===== src/rtl/fetch_unit_pkg.sv =====
// Shared definitions for the instruction fetch unit: word width, the default
// reset PC and the fetch FSM state encodings.
package fetch_unit_pkg;

    localparam int unsigned WORD_WIDTH       = 32;
    localparam logic [31:0] RESET_PC_DEFAULT = 32'hBFC0_0000;

    typedef enum logic [0:0] {
        RUN   = 1'b0,
        DRAIN = 1'b1
    } fetch_state_e;

endpackage


===== src/rtl/fetch_fifo.sv =====
// Instruction buffer: DEPTH-entry FIFO of W2-bit entries with synchronous flush.
// Ports:
//   clk, rst             clock, asynchronous active-low reset
//   push, push_data      write an entry (ignored when full unless popping)
//   pop                  drop the head entry (ignored when empty)
//   flush                discard every entry; wins over push/pop
//   head_data            current head entry
//   full, empty, count   occupancy
module fetch_fifo #(
    parameter int unsigned W2    = 64,
    parameter int unsigned DEPTH = 4
) (
    input  logic                       clk,
    input  logic                       rst,
    input  logic                       push,
    input  logic [W2-1:0]              push_data,
    input  logic                       pop,
    input  logic                       flush,
    output logic [W2-1:0]              head_data,
    output logic                       full,
    output logic                       empty,
    output logic [$clog2(DEPTH):0]     count
);

    localparam int unsigned AW = $clog2(DEPTH);
    localparam int unsigned CW = AW + 1;

    logic [W2-1:0] mem [DEPTH];
    logic [AW-1:0] rd_ptr;
    logic [AW-1:0] wr_ptr;
    logic [CW-1:0] cnt;
    logic          do_pop;
    logic          do_push;

    assign do_pop  = pop && (cnt != '0);
    assign do_push = push && ((cnt != CW'(DEPTH)) || do_pop);

    // Pointers and occupancy; pointer wrap relies on DEPTH being a power of two.
    always_ff @(posedge clk or negedge rst) begin
        if (!rst) begin
            rd_ptr <= '0;
            wr_ptr <= '0;
            cnt    <= '0;
        end else if (flush) begin
            rd_ptr <= '0;
            wr_ptr <= '0;
            cnt    <= '0;
        end else begin
            if (do_push) wr_ptr <= wr_ptr + AW'(1);
            if (do_pop)  rd_ptr <= rd_ptr + AW'(1);
            cnt <= cnt + CW'(do_push) - CW'(do_pop);
        end
    end

    // Storage array, no reset needed: contents are qualified by cnt.
    always_ff @(posedge clk) begin
        if (do_push && !flush) mem[wr_ptr] <= push_data;
    end

    assign head_data = mem[rd_ptr];
    assign full      = (cnt == CW'(DEPTH));
    assign empty     = (cnt == '0);
    assign count     = cnt;

endmodule


===== src/rtl/fetch_unit.sv =====
// Instruction fetch unit: issues sequential fetches under a credit limit,
// buffers in-order responses and hands them downstream; a redirect flushes
// the buffer and drains responses to requests that are no longer wanted.
// Optional macro FETCH_STATS_EN adds stat_fetched / stat_dropped counters.
// Ports:
//   clk, rst                                    clock, async active-low reset
//   imem_req_valid/ready, imem_addr             fetch request channel
//   imem_resp_valid, imem_resp_data             in-order response, no backpressure
//   redirect_en, redirect_pc                    taken branch/jump target
//   inst_valid/ready, inst, inst_pc             downstream instruction channel
//   busy                                        fetch FSM is in RUN
//   stat_fetched, stat_dropped (FETCH_STATS_EN) popped / discarded counts
module fetch_unit
    import fetch_unit_pkg::*;
#(
    parameter int unsigned  W        = WORD_WIDTH,
    parameter logic [W-1:0] RESET_PC = W'(RESET_PC_DEFAULT),
    parameter int unsigned  DEPTH    = 4
) (
    input  logic         clk,
    input  logic         rst,
    output logic         imem_req_valid,
    input  logic         imem_req_ready,
    output logic [W-1:0] imem_addr,
    input  logic         imem_resp_valid,
    input  logic [W-1:0] imem_resp_data,
    input  logic         redirect_en,
    input  logic [W-1:0] redirect_pc,
    output logic         inst_valid,
    input  logic         inst_ready,
    output logic [W-1:0] inst,
    output logic [W-1:0] inst_pc,
    output logic         busy
`ifdef FETCH_STATS_EN
    ,
    output logic [W-1:0] stat_fetched,
    output logic [W-1:0] stat_dropped
`endif
);

    localparam int unsigned CW = $clog2(DEPTH) + 1;
    localparam int unsigned SW = CW + 1;

    fetch_state_e   state_q;
    fetch_state_e   state_d;
    logic [W-1:0]   fetch_pc_q;
    logic [W-1:0]   fetch_pc_d;
    logic [W-1:0]   resp_pc_q;
    logic [W-1:0]   resp_pc_d;
    logic [CW-1:0]  in_flight_q;
    logic [CW-1:0]  in_flight_d;
    logic [CW-1:0]  drop_q;
    logic [CW-1:0]  drop_d;
    logic [CW-1:0]  fifo_count;
    logic [CW-1:0]  count_d;
    logic [SW-1:0]  outstanding;
    logic           req_valid_d;
    logic           busy_d;
    logic           accept;
    logic           resp_live;
    logic           resp_drop;
    logic           push;
    logic           pop;
    logic           fifo_full;
    logic           fifo_empty;
    logic [2*W-1:0] head;

    assign accept    = imem_req_valid && imem_req_ready;
    assign resp_live = imem_resp_valid && (drop_q == '0) && (in_flight_q != '0);
    assign resp_drop = imem_resp_valid && (drop_q != '0);
    assign pop       = !fifo_empty && inst_ready;
    assign push      = resp_live && !redirect_en && (!fifo_full || pop);
    // Everything still owed by memory after this edge, counted before a redirect kills it.
    assign outstanding = SW'(drop_q) + SW'(in_flight_q) + SW'(accept)
                       - SW'(resp_live || resp_drop);

    // Live responses are sequential from resp_pc, so their address needs no queue.
    fetch_fifo #(
        .W2    (2 * W),
        .DEPTH (DEPTH)
    ) u_fifo (
        .clk       (clk),
        .rst       (rst),
        .push      (push),
        .push_data ({resp_pc_q, imem_resp_data}),
        .pop       (pop),
        .flush     (redirect_en),
        .head_data (head),
        .full      (fifo_full),
        .empty     (fifo_empty),
        .count     (fifo_count)
    );

    // FSM state register.
    always_ff @(posedge clk or negedge rst) begin
        if (!rst) state_q <= RUN;
        else      state_q <= state_d;
    end

    // Next state: a redirect decides from the new drop count; DRAIN leaves once it is spent.
    always_comb begin
        state_d = state_q;
        if (redirect_en) begin
            state_d = (drop_d != '0) ? DRAIN : RUN;
        end else if (state_q == DRAIN && drop_q == '0) begin
            state_d = RUN;
        end
    end

    // Next values of the registered outputs, taken from post-edge occupancy.
    always_comb begin
        busy_d      = (state_d == RUN);
        req_valid_d = (state_d == RUN)
                   && ((SW'(in_flight_d) + SW'(count_d)) < SW'(DEPTH));
    end

    // Datapath next-state.
    always_comb begin
        fetch_pc_d  = fetch_pc_q;
        resp_pc_d   = resp_pc_q;
        in_flight_d = in_flight_q;
        drop_d      = drop_q;
        count_d     = fifo_count + CW'(push) - CW'(pop);
        if (redirect_en) begin
            fetch_pc_d  = redirect_pc;
            resp_pc_d   = redirect_pc;
            in_flight_d = '0;
            drop_d      = CW'(outstanding);
            count_d     = '0;
        end else begin
            if (accept) fetch_pc_d = fetch_pc_q + W'(4);
            if (push)   resp_pc_d  = resp_pc_q + W'(4);
            in_flight_d = in_flight_q + CW'(accept) - CW'(resp_live);
            drop_d      = drop_q - CW'(resp_drop);
        end
    end

    always_ff @(posedge clk or negedge rst) begin
        if (!rst) begin
            fetch_pc_q     <= RESET_PC;
            resp_pc_q      <= RESET_PC;
            in_flight_q    <= '0;
            drop_q         <= '0;
            imem_req_valid <= 1'b0;
            busy           <= 1'b0;
        end else begin
            fetch_pc_q     <= fetch_pc_d;
            resp_pc_q      <= resp_pc_d;
            in_flight_q    <= in_flight_d;
            drop_q         <= drop_d;
            imem_req_valid <= req_valid_d;
            busy           <= busy_d;
        end
    end

    assign imem_addr  = fetch_pc_q;
    assign inst_valid = !fifo_empty;
    assign inst_pc    = head[2*W-1:W];
    assign inst       = head[W-1:0];

`ifdef FETCH_STATS_EN
    // Dropped = discarded responses plus entries flushed (a same-cycle pop counts as fetched).
    always_ff @(posedge clk or negedge rst) begin
        if (!rst) begin
            stat_fetched <= '0;
            stat_dropped <= '0;
        end else begin
            stat_fetched <= stat_fetched + W'(pop);
            stat_dropped <= stat_dropped + W'(resp_drop || (redirect_en && resp_live))
                          + (redirect_en ? W'(fifo_count - CW'(pop)) : '0);
        end
    end
`else
    // Statistics counters are not built.
`endif

endmodule


===== config.mk =====
export PLATFORM = sky130hd
export DESIGN_NAME = fetch_unit
export DESIGN_NICKNAME = d
export VERILOG_FILES = /design/src/rtl/fetch_unit_pkg.sv /design/src/rtl/fetch_fifo.sv /design/src/rtl/fetch_unit.sv
export SDC_FILE = /design/constraint.sdc
export NUM_CORES = 1
export LEC_CHECK = 0
export BUFFER_PORTS_ARGS = -buffer_cell sky130_fd_sc_hd__buf_2
export CORE_MARGIN = 2
export CORE_UTILIZATION = 40
export DETAILED_ROUTE_END_ITERATION = 10
export GPL_ROUTABILITY_DRIVEN = 0
export GPL_TIMING_DRIVEN = 0
export SYNTH_ARGS = -nofsm -noshare
export SYNTH_HDL_FRONTEND = slang
export SYNTH_SLANG_ARGS = --single-unit

===== constraint.sdc =====
create_clock -name clk -period 9.2 [get_ports clk]
set_clock_uncertainty 0.2 [all_clocks]
set_input_delay 1.84 -clock clk [delete_from_list [all_inputs] [get_ports clk]]
set_output_delay 1.84 -clock clk [all_outputs]
set_load 0.03 [all_outputs]

==> impl_metrics.ini <==
[timing]
tns_ns = 0
hold_viol_final = 0
rsz0062_at_grt = no
slew-limit-headroom_pct = 35.7
fin_crit_ns = 5.14
tightest_slew_ns = 0.964
slew_violations = 0
fmax_mhz = 195
min_period_over_period_pct = 55.9
fin_ws_ns = 4.06
setup_viol = 0

[detailed_routing]
route.detailed.wl_per_inst_microns = 21.0
drt_drc_violations_left = 0
drt_wl_total_mm = 33.5
first_iter_violations = 575
vias = 8838
avgViaCountPerCell = 5.53
ant_nets = 0
dr.pass1.iters = 5

[yosys]
synth_nets = 989
synth_fa_ha_area_share_pct = 2.27
synth_flop_cell = edfxtp_1
synth_edf_count = 256
synth_area_per_cell_sq_um = 16.0
synthMuxAreaShare_pct = 10.8
synthSimpleGateAreaFrac_pct = 9.77
synth_cell_types = 54
synth_top_family_by_area = multiplexers
ys_warn_count = 0
synth_cells = 896
synth-xor-area-share_pct = 1.76
synth_area_sq_mm = 0.0143
ys_async_sr_fraction_pct = 23.8
ys_seq_area_share_pct = 67.8
synth_compound_area_share_pct = 5.31
ys_ff_latch = 336

[global_routing]
grt_pass1_vias = 9084
top_usage_layer = met2
grt_overflow = 0
grt_first_pass_wirelength_mm = 52.2
grtUsageMet3_pct = 3.96
met2_usage_pct = 29.8
grt_usage_pct = 18.4
met1_usage_pct = 25.0
antenna_found_initial = 1
grt_max_degree = 56

[worst_hold_path]
hp-start = imem_addr[1]$_DFFE_PN0P_
holdPathEnd = imem_addr[1]$_DFFE_PN0P_
min_path_cells = 2
hold_path_class = reg -> reg

[power_and_ir_drop]
p_seq_share_pct = 42.5
p_comb_share_pct = 23.6
switchingPower_mw = 1.28
p_per_area_mw_per_mm2 = 249
power.share.clock_pct = 34.0
p_int_mw = 2.97
swShare_pct = 30.1
vdd_ir_drop_max_uv = 185
power.leakage_nw = 5.95

[clock_network]
ctsResizeCount = 0
post-cts-setup-buffer-count = 0
clk_latency_ns = 0.52
cts_buffer_depth = 3
numCtsBuffers = 37
path_clk_slew_ns = 0.06
cts_tree = done
htree_levels = 2
root_buffer = clkbuf_16
cts.sinks = 336
holdBufCountCts = 0

[placed_design]
pre_cts_slack_ns = 3.57
dp_hpwl_mm = 22.8
io_buffers = 167

[floorplan]
die_y_microns = 193
placementRows = 69
core_sq_mm = 0.0354
die_area_sq_mm = 0.0373
initial_core_util_pct = 40.4
ioPinCount = 169
die_x_microns = 193

[worst_setup_path]
critPathRequiredTime_ns = 9.46
critPathKind = in -> reg
reg2reg_from = in_flight_q[1]$_DFF_PN0_
r2r_slack_ns = 5.78
cp-end-kind = register
reg2reg_depth = 10
r2r_end = imem_req_valid$_DFF_PN0_
crit_path_max_fanout = 10
arrival_ns = 5.39
start_kind = input port

[finish]
final.fill_count = 3117
finalCoreUtilization_pct = 48.2
final_nets = 1200
final_common_cell = edfxtp_1
layout_common_cells = 256 x edfxtp_1, 172 x buf_2, 64 x mux4_2
drive_gt1_share_pct = 29.3
syn_to_final_growth_pct = 19.3

[outcome]
outcome = finished, final reports clean

[job]
cap_violations = 0
-- through the flow --
stage / area (sq um) / std cells / hold WS (ns) / power [mW]
final: 17100 / 1597 / 0.321 / 4.25
after global routing: 17100 / 1596 / 0.352 / 4.47
after CTS: 17100 / 1596 / 0.328 / 4.31
after detailed placement: 15900 / 1529 / 0.319 / 2.85
after global placement: 15700 / 1524 / 0.296 / 2.84
after floorplan: 14300 / 896 / 0.276 / 2.55
-- worst max-delay path: stages --
cell and delay [ns]:
clkbuf_1 0.43, clkbuf_1 0.47, buf_1 0.54, buf_1 0.49, nor2_1 0.11, ha_1 0.23, fa_1 0.38, xnor2_1 0.18
nor2_1 0.06, ha_1 0.29, nor3_1 0.19, and3_1 0.18
-- state kept, by name (all words and copies together) (netlist names) --
register and flops:
busy 1, drop_q 3, imem_addr 32, imem_req_valid 1, in_flight_q 3, resp_pc_q 32
state_q 1, u_fifo.count 3, u_fifo.mem 256, u_fifo.rd_ptr 2, u_fifo.wr_ptr 2
-- kinds of logic after synthesis --
family          after synthesis
simple gates                246
buf+inv                      82
fa+ha+maj                    23
mux                          74
compound gates              108
flops                       336
xor+xnor                     27
-- cell usage after synthesis, types with 3 or more instances --
| cell | n | share of area (%) |
|---|---|---|
| edfxtp_1 | 256 | 54 |
| mux4_2 | 64 | 10 |
| dfrtp_1 | 62 | 11 |
| nor2_1 | 46 | 1.2 |
| inv_1 | 34 | 0.89 |
| nand2_1 | 32 | 0.84 |
| clkbuf_1 | 29 | 0.76 |
| nand4_1 | 26 | 1.1 |
| nand3_1 | 22 | 0.77 |
| xnor2_1 | 22 | 1.3 |
| nor4_1 | 21 | 0.92 |
| dfstp_2 | 18 | 3.3 |
| ha_1 | 18 | 1.6 |
| a31oi_1 | 17 | 0.74 |
| o31ai_1 | 17 | 0.89 |
| or4_1 | 17 | 0.89 |
| nor3_1 | 16 | 0.56 |
| o21ai_0 | 16 | 0.56 |
| and3_1 | 15 | 0.66 |
| a211oi_1 | 14 | 0.73 |
| a21oi_1 | 13 | 0.45 |
| and4_1 | 13 | 0.80 |
| buf_1 | 13 | 0.34 |
| nor2b_1 | 13 | 0.57 |
| o31a_1 | 9 | 0.55 |
| mux2_2 | 8 | 0.63 |
| nand2b_1 | 8 | 0.35 |
| buf_2 | 6 | 0.21 |
| fa_1 | 5 | 0.70 |
| o311a_1 | 5 | 0.35 |
| or3_1 | 5 | 0.22 |
| a311oi_1 | 4 | 0.24 |
| xor2_1 | 4 | 0.24 |
| a21boi_0 | 3 | 0.16 |
-- metal layers --
layer | part of all wire [%] | routed length [microns] | vias up
met3 | 7.4 | 2480 | 51
met2 | 47 | 15700 | 344
met5 | 0 | 0 | -
met4 | 2.3 | 757 | 0
met1 | 44 | 14600 | 4429
li1 | - | - | 4014
-- final cells by class --
cell class / count / area [sq um] / area share [%]
clock inverter: 17 / 180 / 1.06
sequential: 336 / 9710 / 56.9
inverter: 34 / 128 / 0.747
timing repair buffer: 172 / 968 / 5.67
antenna: 1 / 2.50 / 0.0147
multi-input combinational: 478 / 4310 / 25.2
clock buffer: 50 / 1010 / 5.94
buffer: 48 / 188 / 1.10
tap: 461 / 577 / 3.38
-- power by group through the flow --
stage | Clock, mW | Combinational (mW) | Sequential (mW)
finish | 1.45 | 1.00 | 1.81
CTS | 1.48 | 1.02 | 1.80
global route | 1.54 | 1.10 | 1.82
detailed placement | 0 | 1.02 | 1.83
global placement | 0 | 1.01 | 1.83
floorplan | 0 | 0.701 | 1.85
-- worst max-delay path by stage --
stage | startpoint | to | slack (ns) | cells after the start
final | redirect_en | imem_req_valid$_DFF_PN0_ | 4.06 | 12
after global placement | redirect_en | u_fifo.mem[2][20]$_DFFE_PP_ | 2.50 | 5
after global routing | redirect_en | imem_req_valid$_DFF_PN0_ | 3.71 | 12
after detailed placement | redirect_en | imem_req_valid$_DFF_PN0_ | 3.57 | 12
after CTS | redirect_en | imem_req_valid$_DFF_PN0_ | 4.06 | 12
after floorplan | imem_resp_valid | u_fifo.mem[0][0]$_DFFE_PP_ | 4.20 | 3
(Power assumes the default switching activity.)
